$ cat src/rtl/argmax_result_if.sv
// Score-readback bus for argmax_result: sequencer handshake,
// pixel-memory read port and classification result.
interface argmax_result_if #(
    parameter int SIZE_1           = 12,
    parameter int SIZE_8           = 96,
    parameter int SIZE_address_pix = 13,
    parameter int SIZE_class       = 7
) ();
    logic                        result_en;
    logic [SIZE_address_pix-1:0] memstartp;
    logic [SIZE_class-1:0]       classes;
    logic [SIZE_8-1:0]           qp;
    logic                        re_p;
    logic [SIZE_address_pix-1:0] read_addressp;
    logic [SIZE_class-1:0]       class_idx;
    logic signed [SIZE_1-1:0]    class_val;
    logic                        STOP;

    modport master (
        output result_en, memstartp, classes, qp,
        input  re_p, read_addressp, class_idx, class_val, STOP
    );

    modport slave (
        input  result_en, memstartp, classes, qp,
        output re_p, read_addressp, class_idx, class_val, STOP
    );
endinterface

$ cat src/rtl/argmax_result.sv
// Final classification stage: reads packed class scores back from
// pixel memory and reports the index/value of the highest one.
module argmax_result #(
    parameter int SIZE_1           = 12,
    parameter int SIZE_8           = 96,
    parameter int SIZE_address_pix = 13,
    parameter int SIZE_class       = 7
) (
    input logic            clk,
    input logic            rst,
    argmax_result_if.slave bus
);
    localparam int WW = SIZE_class - 3;

    typedef enum logic [1:0] {IDLE, FETCH, SCAN, DONE} state_t;

    state_t                      state;
    logic                        fcnt;
    logic [WW-1:0]               w;
    logic [2:0]                  l;
    logic [SIZE_8-1:0]           wbuf;
    logic [SIZE_address_pix-1:0] mstart;
    logic [SIZE_class-1:0]       ncls;
    logic [SIZE_class-1:0]       max_idx;
    logic signed [SIZE_1-1:0]    max_val;

    logic signed [SIZE_1-1:0]    lanes [8];
    logic signed [SIZE_1-1:0]    lane;
    logic [SIZE_class-1:0]       idx;
    logic [WW-1:0]               w_inc;
    logic                        last;
    logic                        take;
    logic [SIZE_class-1:0]       nidx;
    logic signed [SIZE_1-1:0]    nval;

    // Lane 0 sits in the MSBs of the packed word.
    always_comb begin
        for (int i = 0; i < 8; i++) begin
            lanes[i] = wbuf[SIZE_8-1-i*SIZE_1 -: SIZE_1];
        end
        lane  = lanes[l];
        idx   = {w, l};
        w_inc = w + WW'(1);
        last  = (idx == ncls - SIZE_class'(1));
        take  = (idx == '0) || (lane > max_val);
        nidx  = take ? idx : max_idx;
        nval  = take ? lane : max_val;
    end

    always_ff @(posedge clk) begin
        if (rst) begin
            state             <= IDLE;
            fcnt              <= 1'b0;
            w                 <= '0;
            l                 <= '0;
            wbuf              <= '0;
            mstart            <= '0;
            ncls              <= '0;
            max_idx           <= '0;
            max_val           <= '0;
            bus.re_p          <= 1'b0;
            bus.read_addressp <= '0;
            bus.class_idx     <= '0;
            bus.class_val     <= '0;
            bus.STOP          <= 1'b0;
        end else if (!bus.result_en) begin
            // Abort or end of run: results stay as they were.
            state    <= IDLE;
            bus.re_p <= 1'b0;
            bus.STOP <= 1'b0;
        end else begin
            unique case (state)
                IDLE: begin
                    mstart <= bus.memstartp;
                    ncls   <= bus.classes;
                    w      <= '0;
                    l      <= '0;
                    fcnt   <= 1'b0;
                    if (bus.classes == '0) begin
                        bus.class_idx <= '0;
                        bus.class_val <= '0;
                        bus.STOP      <= 1'b1;
                        state         <= DONE;
                    end else begin
                        bus.read_addressp <= bus.memstartp;
                        bus.re_p          <= 1'b1;
                        state             <= FETCH;
                    end
                end
                FETCH: begin
                    if (fcnt) begin
                        wbuf  <= bus.qp;
                        l     <= '0;
                        fcnt  <= 1'b0;
                        state <= SCAN;
                    end else begin
                        fcnt <= 1'b1;
                    end
                end
                SCAN: begin
                    max_idx <= nidx;
                    max_val <= nval;
                    if (last) begin
                        bus.class_idx <= nidx;
                        bus.class_val <= nval;
                        bus.STOP      <= 1'b1;
                        bus.re_p      <= 1'b0;
                        state         <= DONE;
                    end else if (l == 3'd7) begin
                        w                 <= w_inc;
                        bus.read_addressp <= mstart + SIZE_address_pix'(w_inc);
                        state             <= FETCH;
                    end else begin
                        l <= l + 3'd1;
                    end
                end
                DONE: begin
                end
            endcase
        end
    end
endmodule

$ cat src/flat_wrapper.sv
// flat-port wrapper written by rule: the top's interface ports become plain ports
module argmax_result_flat 
#(
    parameter int SIZE_1           = 12,
    parameter int SIZE_8           = 96,
    parameter int SIZE_address_pix = 13,
    parameter int SIZE_class       = 7
)
  (clk, rst, bus_result_en, bus_memstartp, bus_classes, bus_qp, bus_re_p, bus_read_addressp, bus_class_idx, bus_class_val, bus_STOP);
  argmax_result_if #(.SIZE_1(SIZE_1), .SIZE_8(SIZE_8), .SIZE_address_pix(SIZE_address_pix), .SIZE_class(SIZE_class)) bus_i ();
  input logic clk;
  input logic rst;
  input wire logic [$bits(bus_i.result_en)-1:0] bus_result_en;
  input wire logic [$bits(bus_i.memstartp)-1:0] bus_memstartp;
  input wire logic [$bits(bus_i.classes)-1:0] bus_classes;
  input wire logic [$bits(bus_i.qp)-1:0] bus_qp;
  output wire logic [$bits(bus_i.re_p)-1:0] bus_re_p;
  output wire logic [$bits(bus_i.read_addressp)-1:0] bus_read_addressp;
  output wire logic [$bits(bus_i.class_idx)-1:0] bus_class_idx;
  output wire logic [$bits(bus_i.class_val)-1:0] bus_class_val;
  output wire logic [$bits(bus_i.STOP)-1:0] bus_STOP;
  assign bus_i.result_en = bus_result_en;
  assign bus_i.memstartp = bus_memstartp;
  assign bus_i.classes = bus_classes;
  assign bus_i.qp = bus_qp;
  assign bus_re_p = bus_i.re_p;
  assign bus_read_addressp = bus_i.read_addressp;
  assign bus_class_idx = bus_i.class_idx;
  assign bus_class_val = bus_i.class_val;
  assign bus_STOP = bus_i.STOP;
  argmax_result #(.SIZE_1(SIZE_1), .SIZE_8(SIZE_8), .SIZE_address_pix(SIZE_address_pix), .SIZE_class(SIZE_class)) u_core (.clk(clk), .rst(rst), .bus(bus_i));
endmodule
$ cat config.mk
export PLATFORM = sky130hd
export DESIGN_NAME = argmax_result_flat
export DESIGN_NICKNAME = d
export VERILOG_FILES = /design/src/rtl/argmax_result_if.sv /design/src/rtl/argmax_result.sv /design/src/flat_wrapper.sv
export SDC_FILE = /design/constraint.sdc
export NUM_CORES = 1
export LEC_CHECK = 0
export CORE_MARGIN = 4
export CORE_UTILIZATION = 57
export CTS_CLUSTER_DIAMETER = 100
export DETAILED_ROUTE_END_ITERATION = 6
export PLACE_DENSITY = 0.86
export SYNTH_ARGS = -nofsm -noshare
export SYNTH_HDL_FRONTEND = slang
export SYNTH_SLANG_ARGS = --single-unit
$ cat constraint.sdc
create_clock -name clk -period 10.2 [get_ports clk]
set_input_delay 1.02 -clock clk [delete_from_list [all_inputs] [get_ports clk]]
set_output_delay 1.02 -clock clk [all_outputs]
set_load 0.01 [all_outputs]
==> results of run 1 <==
[area by class of cell]
cell class | instances | share of cell area, %
multi-input cells | 679 | 42.0
flip-flops and latches | 179 | 34.3
repair buffers | 160 | 15.1
clock buffers | 18 | 4.21
well taps | 180 | 2.16
clock inverters | 14 | 1.34
inverters | 23 | 0.827
[cells by family (layout without fill, tap and decap cells)]
family	count (synthesis)	count (layout)	synth area share (%)
mux	66	66	11.7
xor+xnor	21	21	2.21
flops	179	179	43.1
compound gates	215	215	17.1
fa+ha+maj	26	26	4.00
buf+inv	91	215	4.47
simple gates	351	351	17.5
[worst paths after layout]
kind	startpoint	endpoint	slack (ps)	depth (start not counted)
worst max register to register	u_core.l[0]$_SDFFE_PP0P_	u_core.max_val[10]$_SDFFE_PP0P_	5840	11
worst min-delay path	u_core.lanes[12]$_SDFFE_PP0P_	u_core.lanes[12]$_SDFFE_PP0P_	460	2
worst max-delay path	u_core.l[0]$_SDFFE_PP0P_	u_core.max_val[10]$_SDFFE_PP0P_	5840	11
worst min register to register	u_core.lanes[12]$_SDFFE_PP0P_	u_core.lanes[12]$_SDFFE_PP0P_	460	2
[through the flow]
| step | utilization (%) | instances | setup WS [ps] |
|---|---|---|---|
| 5_1_grt | 74.0 | 1253 | 5480 |
| 2_1_floorplan | - | 949 | 6240 |
| 6_report | 74.0 | 1253 | 5840 |
| 3_5_place_dp | 69.9 | 1221 | 5890 |
| 4_1_cts | 74.0 | 1253 | 5840 |
| 3_3_place_gp | 69.9 | 1221 | 6070 |
[Yosys cell counts, drive strengths merged (3+ instances only)]
master,number
a2111oi,8
a211oi,17
a21o,7
a21oi,131
a22o,3
a31o,7
buf,21
clkbuf,47
dfxtp,179
ha,25
inv,22
mux2,13
mux2i,29
mux4,24
nand2,250
nand2b,7
nand3,4
nand4,4
nor2,48
nor2b,11
nor3,11
nor4,3
o211ai,4
o21a,4
o21ai,9
o2bb2ai,19
xnor2,18
xor2,3
[sequential cells by signal, summed over array words and instances (netlist names)]
register                  flops
u_core.bus.read_addressp     13
u_core.lanes                 96
u_core.l                      3
u_core.max_val               12
u_core.bus.STOP               1
u_core.w                      4
u_core.state                  2
u_core.max_idx                7
u_core.bus.re_p               1
u_core.ncls                   7
u_core.bus.class_idx          7
u_core.mstart                13
u_core.fcnt                   1
u_core.bus.class_val         12
[power groups by stage]
stage | clock (mW) | combinational [mW] | sequential, mW
CTS | 0.644 | 0.153 | 0.725
floorplan | 0 | 0.0783 | 0.740
finish | 0.639 | 0.153 | 0.725
global placement | 0 | 0.149 | 0.740
detailed placement | 0 | 0.152 | 0.741
global route | 0.672 | 0.166 | 0.727
[metal layers]
layer / GRT usage (%) / wire length (um) / vias up / share of wire, %
met5: 0 / 13 / - / 0.061
met4: 8.83 / 540 / 2 / 2.5
met3: 6.14 / 1300 / 42 / 6.1
met2: 43.1 / 10500 / 246 / 49
met1: 33.5 / 9040 / 3401 / 42
li1: - / - / 3494 / -
[critical path, stage by stage (launching register included)]
cell	delay, ps
dfxtp_2	950
mux4_2	610
mux2_2	320
ha_1	310
nand4_1	180
nor4_1	420
nor2b_1	80
o21a_1	160
o21ai_2	540
buf_4	360
nor2_1	70
a211oi_1	240
==> key figures, run 1 <==
Run status
  • Outcome: finished clean

STA
  • Worst clock skew: 13.1 ps
  • Max Fclk: 0.229 GHz
  • Setup_tns: 0 ps
  • Hold WS: 456 ps
  • Slew Limit Headroom: 31.2%
  • Max-slew violation count: 0
  • Tcrit/Tclk final: 42.8%
  • Fin. Hold Viols: 0
  • RSZ-0062 raised after global routing: false
  • Final min period: 4360 ps
  • Final setup fails: 0
  • Worst-Margin Slew: 1030 ps

Floorplanning
  • Die Span X: 129 um
  • Core Area: 14100 um2
  • DIE HEIGHT: 129 um
  • I/O pin total: 153
  • # rows: 43
  • Initial core utilization: 59.0%
  • Die area: 16600 um2

CTS
  • Clk sink count: 179
  • CTS Buf Count: 17
  • Htree depth: 4
  • Hold_buf cts: 0
  • Setup Buffers After CTS: 0
  • Clk_lat worst skew: 450 ps
  • Bufs on Longest Clock Path: 2
  • Clk root buf: clkbuf_16
  • Clock tree from TritonCTS: done
  • Post_cts resized: 0
  • Clock-pin transition on the worst setup and hold timing paths: 70 ps

Power
  • Int Pwr: 1.13 mW
  • Clock power share: 42.1%
  • Leak: 3.64 nW
  • Seq pwr share: 47.8%
  • Peak supply drop: 0.000125 V
  • Pwr Total: 1.52 mW
  • Power per Cell Area: 145 nW/um2
  • Sw frac: 25.8%
  • Comb pwr share: 10.1%
  • Sw power: 391 uW

Cells and area
  • Synthesis-to-finish area growth: 25.4%
  • Fillers: 1028
  • Multi-input logic area: 4380 um2
  • # nets final: 1205
  • Antenna Diode Count: 0
  • Final Cell Area: 10400 um2
  • Most frequent cells in the layout: nand2_1, dfxtp_1, clkdlybuf4s50_1, a21oi_1, nor2_1
  • Register area: 3580 um2
  • Layout cells sized above 1: 9.41%
  • Most common cell after layout, fill and taps aside: nand2_1

GRT
  • Largest net degree at the start of global routing: 97
  • Initial antenna violation count: 1
  • First-pass GRT wire length: 34.5 mm
  • GRT Residual Overflow: 0
  • Vias in the first global route: 6995
  • GRT Total Usage: 26.0%

Flow run
  • Max cap viols: 0

Logic synthesis
  • Syn avg cell area: 8.77 um2
  • Share of flip-flops with an asynchronous set or reset: 0%
  • Area leader, netlist: dfxtp_1
  • Main flop type after synthesis: dfxtp_1
  • Mapped Cells: 949
  • Unique masters post-synth: 54
  • Post-synth net total: 1094
  • Mapped cell area: 8320 um2
  • Sequential fraction of the synthesis area: 43.1%
  • Post-synth EDFFs: 0
  • Synth top area share: 43.1%
  • Flops & latches, synth: 179
  • Synth top area cells: dfxtp_1, nand2_1, a21oi_1, mux4_2, ha_1
  • Warnings from Yosys: 0

Drt
  • Detailed-route via count: 7185
  • Via-to-Cell Ratio: 5.73
  • Drt first pass iters: 5
  • Wire length per cell: 17.1 um
  • DRC viols: 0
  • Final WL: 21.4 mm
  • Drt initial violations: 570
  • DRT antenna net count: 0

Setup path
  • Critical path arrival: 4710 ps
  • CP startpoint kind: flip-flop
  • CP Class: flip-flop to flip-flop
  • Crit end category: flip-flop
  • CP Max Fanout: 32
  • CP required: 10540 ps

Placement
  • Final GP Congestion: 0.866
  • Port Buffers: 152
  • Dpl cell area: 9860 um2
  • Detailed Place HPWL: 14.8 mm

Min path
  • Class of the worst hold path: flip-flop to flip-flop
Power figures use the tool's default switching activity.
==> run 2: changes to the inputs <==
- CORE_UTILIZATION: 57 -> 53
- PLACE_DENSITY: 0.86 -> 0.81
- clock period: 10.2 -> 4.1 ns (I/O delays scaled with it)
==> run 2 against run 1 <==
  * Worst hold slack about the same
  * Core utilization down 4.9 points
  * Largest power group unchanged
  * Design area up 1.5%
  * Highest routed layer is now met4
  * Critical path depth unchanged
  * Clock-buffer cell count down 1
  * Final cell count up 2.9%
  * Critical endpoint is now u_core.bus.class_val[1]$_SDFFE_PP0P_
  * Critical path type unchanged
  * Register-to-register slack worse by 5400 ps
==> key figures, run 2 (same netlist as run 1, synthesis figures left out) <==
Drt
  • Wire length per cell: 16.5 um (-3.2%)
  • Drt initial violations: 521 (-8.6%)
  • Detailed-route via count: 7207 (+0.31%)
  • Final WL: 21.3 mm (-0.38%)
  • Drt first pass iters: 5 (unchanged)
  • Via-to-Cell Ratio: 5.59 (-2.5%)
  • DRC viols: 0 (unchanged)
  • DRT antenna net count: 0 (unchanged)

Cells and area
  • # nets final: 1210 (+0.41%)
  • Fillers: 1200 (+17%)
  • Antenna Diode Count: 0 (unchanged)
  • Layout Cells excl Fill: 1289 (+2.9%)
  • Max FFs per register: 96 (unchanged)
  • Synthesis-to-finish area growth: 27.3%
  • Final Cell Area: 10600 um2 (+1.5%)
  • Most common cell after layout, fill and taps aside: nand2_1
  • Layout cells sized above 1: 9.83% (+0.42 points)
  • Most frequent cells in the layout: nand2_1, dfxtp_1, clkdlybuf4s50_1, a21oi_1, nor2_1

Power
  • Leak: 3.71 nW (+1.8%)
  • Pwr Total: 3.94 mW (+160%)
  • Peak supply drop: 0.000301 V (+140%)
  • Power per Cell Area: 371 nW/um2 (+160%)

Min path
  • WHS Path Cells: 2 (unchanged)
  • Class of the worst hold path: flip-flop to flip-flop

CTS
  • Hold_buf cts: 0 (unchanged)
  • CTS Buf Count: 17 (unchanged)
  • Htree depth: 4 (unchanged)
  • Clock tree from TritonCTS: done
  • Bufs on Longest Clock Path: 2 (unchanged)
  • Clk sink count: 179 (unchanged)
  • Clk root buf: clkbuf_16
  • Clk_lat worst skew: 430 ps (-20 ps)
  • Setup Buffers After CTS: 0 (unchanged)
  • Clock-pin transition on the worst setup and hold timing paths: 70 ps (about the same)
  • Post_cts resized: 0 (unchanged)

Setup path
  • CP Max Fanout: 15 (-53%)
  • Critical path arrival: 4020 ps (-690 ps)
  • CP required: 4410 ps (-6130 ps)
  • CP startpoint kind: flip-flop
  • R2r worst-path depth: 11 (unchanged)
  • CP Class: flip-flop to flip-flop
  • Crit end category: flip-flop

Placement
  • Detailed Place HPWL: 14.8 mm (-0.60%)
  • Placed cell count: 1257 (+2.9%)
  • Dpl cell area: 9960 um2 (+1.0%)
  • Final GP Congestion: 0.868 (+0.24%)
  • Port Buffers: 152 (unchanged)

STA
  • Final min period: 3710 ps (-652 ps)
  • Final setup fails: 0 (unchanged)
  • Hold WS: 456 ps (-0.238 ps)
  • Slew Limit Headroom: 31.3% (+0.060 points)
  • Worst clock skew: 12.1 ps (-1.02 ps)
  • Tcrit/Tclk final: 90.5% (+48 points)
  • Setup_tns: 0 ps (unchanged)
  • Fin. Hold Viols: 0 (unchanged)
  • Max-slew violation count: 0 (unchanged)
  • RSZ-0062 raised after global routing: false
  • Max Fclk: 0.269 GHz (+18%)
  • Worst-Margin Slew: 1030 ps (-0.899 ps)

GRT
  • Initial antenna violation count: 0 (-1)
  • GRT Residual Overflow: 0 (unchanged)
  • GR Util met2: 39.9% (-3.2 points)
  • GRT met3 Usage: 4.91% (-1.2 points)
  • GR peak layer: met2
  • Largest net degree at the start of global routing: 97 (unchanged)
  • GRT met1 Usage: 31.5% (-2.0 points)
  • GRT Total Usage: 24.2% (-1.8 points)
  • First-pass GRT wire length: 34.7 mm (+0.82%)
  • Vias in the first global route: 6929 (-0.94%)

Floorplanning
  • Core Area: 15300 um2 (+8.6%)
  • # rows: 45 (+4.7%)
  • Die Span X: 133 um (+3.5%)
  • Initial core utilization: 54.3% (-4.7 points)
  • I/O pin total: 153 (unchanged)
  • DIE HEIGHT: 133 um (+3.5%)
  • Die area: 17800 um2 (+7.1%)

Flow run
  • Max cap viols: 0 (unchanged)

Run status
  • Outcome: finished clean
## run 2: changes by cell type in the layout (fill, tap and decap cells not counted)
cell and delta:
clkinvlp_4 -2, inv_6 +2, clkinv_2 +1, buf_12 +2, clkinv_4 -2, buf_4 +3, bufinv_16 +3, clkbuf_8 -1
inv_8 -1
## run 2: worst paths after layout
kind                                 startpoint                              endpoint  slack, ps
hold / removal    u_core.lanes[50]$_SDFFE_PP0P_         u_core.lanes[50]$_SDFFE_PP0P_        460
hold reg to reg   u_core.lanes[50]$_SDFFE_PP0P_         u_core.lanes[50]$_SDFFE_PP0P_        460
setup reg to reg       u_core.l[1]$_SDFFE_PP0P_  u_core.bus.class_val[1]$_SDFFE_PP0P_        390
setup / recovery       u_core.l[1]$_SDFFE_PP0P_  u_core.bus.class_val[1]$_SDFFE_PP0P_        390
## run 2: routing by layer
metal | routed length [um] | up-vias
met5 | 0 | -
met3 | 1140 | 33
met1 | 9400 | 3453
met4 | 556 | 0
li1 | - | 3509
met2 | 10200 | 212
## run 2: where the power goes
group	switching, mW	leakage (nW)	internal (mW)
logic	0.176	1.94	0.204
registers	0.0278	1.45	1.77
clock network	0.764	0.313	0.990
total	0.968	3.71	2.97
## run 2: worst max-delay path, stage by stage (launching register included)
cell,delay (ps)
dfxtp_1,480
buf_4,230
mux4_2,510
mux2_2,300
ha_1,300
nand4_1,170
a2111oi_2,510
o31ai_1,200
nor2_2,310
buf_12,220
mux2i_1,250
o2bb2ai_1,90
## run 2: per-stage QoR
step / setup slack (ps) / util, %
after CTS: 416 / 69.2
after global routing: 134 / 69.2
final: 388 / 69.2
after global placement: 617 / 65.0
after floorplan: 138 / -
after detailed placement: 453 / 65.0
## run 2: cell type report
cell class              count  area, um2  share of cell area, %
multi-input cells         679       4380                   41.4
well taps                 211        264                   2.49
inverters                  23       86.3                  0.815
repair buffers            165       1640                   15.5
clock inverters            15        209                   1.97
flip-flops and latches    179       3580                   33.8
clock buffers              17        425                   4.02
==> run 3: changes to the inputs <==
--- a/config.mk
+++ b/config.mk
@@ -7,2 +7,3 @@
 export LEC_CHECK = 0
+export CORE_ASPECT_RATIO = 0.75
 export CORE_MARGIN = 4
==> constraint.sdc (replaced) <==
create_clock -name clk -period 4.1 [get_ports clk]
set_input_delay 1.23 -clock clk [delete_from_list [all_inputs] [get_ports clk]]
set_output_delay 1.23 -clock clk [all_outputs]
set_load 0.01 [all_outputs]
==> run 3 against run 2 <==
  * Wire length grew 3.1%
  * Critical endpoint is now u_core.bus.class_val[10]$_SDFFE_PP0P_
  * Non-clock buffer count grew 9
  * Clock skew shrank 2.0 ps
==> key figures, run 3 (same netlist as run 1, synthesis figures left out) <==
Placement
  • Dpl cell area: 10100 um2 (+1.0%)
  • Final GP Congestion: 0.859 (-1.1%)
  • Port Buffers: 152 (unchanged)
  • Dpl ws: 307 ps (-146 ps)
  • Placed cell count: 1260 (+0.24%)
  • Detailed Place HPWL: 15.6 mm (+5.6%)

STA
  • Final setup fails: 0 (unchanged)
  • Slew Limit Headroom: 47.5% (+16 points)
  • Final worst setup slack: 199 ps (-189 ps)
  • Worst-Margin Slew: 785 ps (-246 ps)
  • Setup_tns: 0 ps (unchanged)
  • Fin. Hold Viols: 0 (unchanged)
  • Tcrit/Tclk final: 95.1% (+4.6 points)
  • Final min period: 3900 ps (+189 ps)
  • Hold WS: 456 ps (-0.121 ps)
  • Max-slew violation count: 0 (unchanged)
  • Max Fclk: 0.256 GHz (-4.8%)
  • Worst clock skew: 10.1 ps (-1.97 ps)
  • RSZ-0062 raised after global routing: false

Floorplanning
  • Die Span X: 153 um (+15%)
  • Die area: 17800 um2 (+0.12%)
  • DIE HEIGHT: 117 um (-13%)
  • Initial core utilization: 54.3% (about the same)
  • I/O pin total: 153 (unchanged)
  • # rows: 39 (-13%)
  • Core Area: 15300 um2 (about the same)

Setup path
  • CP required: 4420 ps (about the same)
  • CP startpoint kind: flip-flop
  • CP Max Fanout: 9 (-6)
  • FF-to-FF setup slack: 200 ps (-190 ps)
  • Buf/Inv on CP: 2 (unchanged)
  • CP Class: flip-flop to flip-flop
  • R2r worst-path depth: 12 (+1)
  • CP delay by family, top: multiplexers
  • CP dominant cell by count: buf_4
  • Crit-path cells: buf_4, mux4_2, mux2_2, ha_1, nand4_1, nor4_1, a21o_1, o31ai_1, nor2_2, buf_4, mux2i_1, o2bb2ai_2
  • Crit-path max cell delay: 520 ps (about the same)
  • Reg-to-Reg Start: u_core.l[0]$_SDFFE_PP0P_
  • RR Endpoint: u_core.bus.class_val[10]$_SDFFE_PP0P_
  • Critical Path Slowest Stage Cell: dfxtp_2
  • Crit end category: flip-flop
  • Worst Setup SP: u_core.l[0]$_SDFFE_PP0P_
  • Critical path arrival: 4220 ps (+200 ps)

Power
  • Leak: 3.75 nW (+1.1%)
  • Int Pwr: 2.87 mW (-3.3%)
  • Peak supply drop: 0.000369 V (+23%)
  • Sw frac: 25.3% (+0.69 points)
  • Sw power: 971 uW (+0.33%)
  • Seq pwr share: 46.9% (+1.1 points)
  • Pwr Total: 3.84 mW (-2.4%)
  • Clock power share: 42.8% (-1.8 points)
  • Power per Cell Area: 360 nW/um2 (-3.1%)
  • Comb pwr share: 10.3% (+0.6 points)

Drt
  • Final WL: 22.0 mm (+3.1%)
  • Wire length per cell: 17.0 um (+2.9%)
  • Drt first pass iters: 5 (unchanged)
  • Drt initial violations: 625 (+20%)
  • DRC viols: 0 (unchanged)
  • Detailed-route via count: 7253 (+0.64%)
  • DRT antenna net count: 0 (unchanged)
  • Via-to-Cell Ratio: 5.61 (+0.40%)

Cells and area
  • # nets final: 1219 (+0.74%)
  • Fillers: 1167 (-2.8%)
  • Final Cell Area: 10700 um2 (+0.67%)
  • Antenna Diode Count: 0 (unchanged)
  • Max FFs per register: 96 (unchanged)
  • Most frequent cells in the layout: nand2_1, dfxtp_1, clkdlybuf4s50_1, a21oi_1, nor2_1
  • Synthesis-to-finish area growth: 28.2%
  • Layout Cells excl Fill: 1292 (+0.23%)
  • Post-layout util: 69.6% (+0.43 points)
  • Most common cell after layout, fill and taps aside: nand2_1
  • Layout cells sized above 1: 10.6% (+0.75 points)

CTS
  • Hold_buf cts: 0 (unchanged)
  • CTS Buf Count: 17 (unchanged)
  • Bufs on Longest Clock Path: 2 (unchanged)
  • Setup Buffers After CTS: 0 (unchanged)
  • Clock tree from TritonCTS: done
  • Post_cts resized: 0 (unchanged)
  • Clk_lat worst skew: 430 ps (about the same)
  • Clock-pin transition on the worst setup and hold timing paths: 70 ps (about the same)
  • Htree depth: 4 (unchanged)
  • Clk root buf: clkbuf_16
  • Clk sink count: 179 (unchanged)

GRT
  • First-pass GRT wire length: 35.0 mm (+0.69%)
  • Initial antenna violation count: 1 (+1)
  • Largest net degree at the start of global routing: 73 (-25%)
  • GRT Residual Overflow: 0 (unchanged)
  • GRT Total Usage: 24.5% (+0.34 points)
  • Vias in the first global route: 6761 (-2.4%)

Min path
  • Worst Hold Endpoint: u_core.lanes[32]$_SDFFE_PP0P_
  • Hold Startpoint: u_core.lanes[32]$_SDFFE_PP0P_
  • Class of the worst hold path: flip-flop to flip-flop
  • WHS Path Cells: 2 (unchanged)

Flow run
  • Max cap viols: 0 (unchanged)

Run status
  • Outcome: finished clean
==> run 3: metal layers <==
metal / track usage [%] / routed length (um) / vias up
li1: - / - / 3544
met1: 35.4 / 10200 / 3406
met2: 37.6 / 9760 / 272
met3: 4.96 / 1700 / 31
met4: 7.42 / 333 / 0
met5: 0 / 0 / -
==> run 3: worst reg2reg max path, stage by stage, from the launching register on <==
cell       delay [ps]
dfxtp_2           520
buf_4             250
mux4_2            510
mux2_2            320
ha_1              290
nand4_1           160
nor4_1            520
a21o_1            180
o31ai_1           110
nor2_2            330
buf_4             270
mux2i_1           260
o2bb2ai_2          70
==> run 3: worst max-delay path by stage <==
| stage | depth (start not counted) | endpoint | slack (ps) |
|---|---|---|---|
| 6_report | 12 | u_core.bus.class_val[10]$_SDFFE_PP0P_ | 200 |
| 5_1_grt | 12 | u_core.bus.class_val[10]$_SDFFE_PP0P_ | 70 |
| 4_1_cts | 12 | u_core.bus.class_val[10]$_SDFFE_PP0P_ | 250 |
| 3_5_place_dp | 12 | u_core.bus.class_val[10]$_SDFFE_PP0P_ | 310 |
| 3_3_place_gp | 12 | u_core.bus.class_val[4]$_SDFFE_PP0P_ | 470 |
| 2_1_floorplan | 12 | u_core.bus.class_val[10]$_SDFFE_PP0P_ | 140 |
==> run 3: layout make-up <==
| class | count | area (um2) | area share (%) |
|---|---|---|---|
| clock buffer | 18 | 439 | 4.12 |
| clock inverter | 14 | 165 | 1.55 |
| inverter | 23 | 86.3 | 0.809 |
| multi-input combinational | 679 | 4390 | 41.1 |
| sequential | 179 | 3580 | 33.6 |
| tap | 205 | 256 | 2.40 |
| timing repair buffer | 174 | 1750 | 16.4 |
==> run 3: power by group through the flow <==
stage	registers [mW]	logic, mW	clock network, mW
detailed placement	1.84	0.390	0
floorplan	1.84	0.195	0
finish	1.80	0.394	1.65
CTS	1.80	0.393	1.66
global route	1.81	0.427	1.73
global placement	1.84	0.383	0
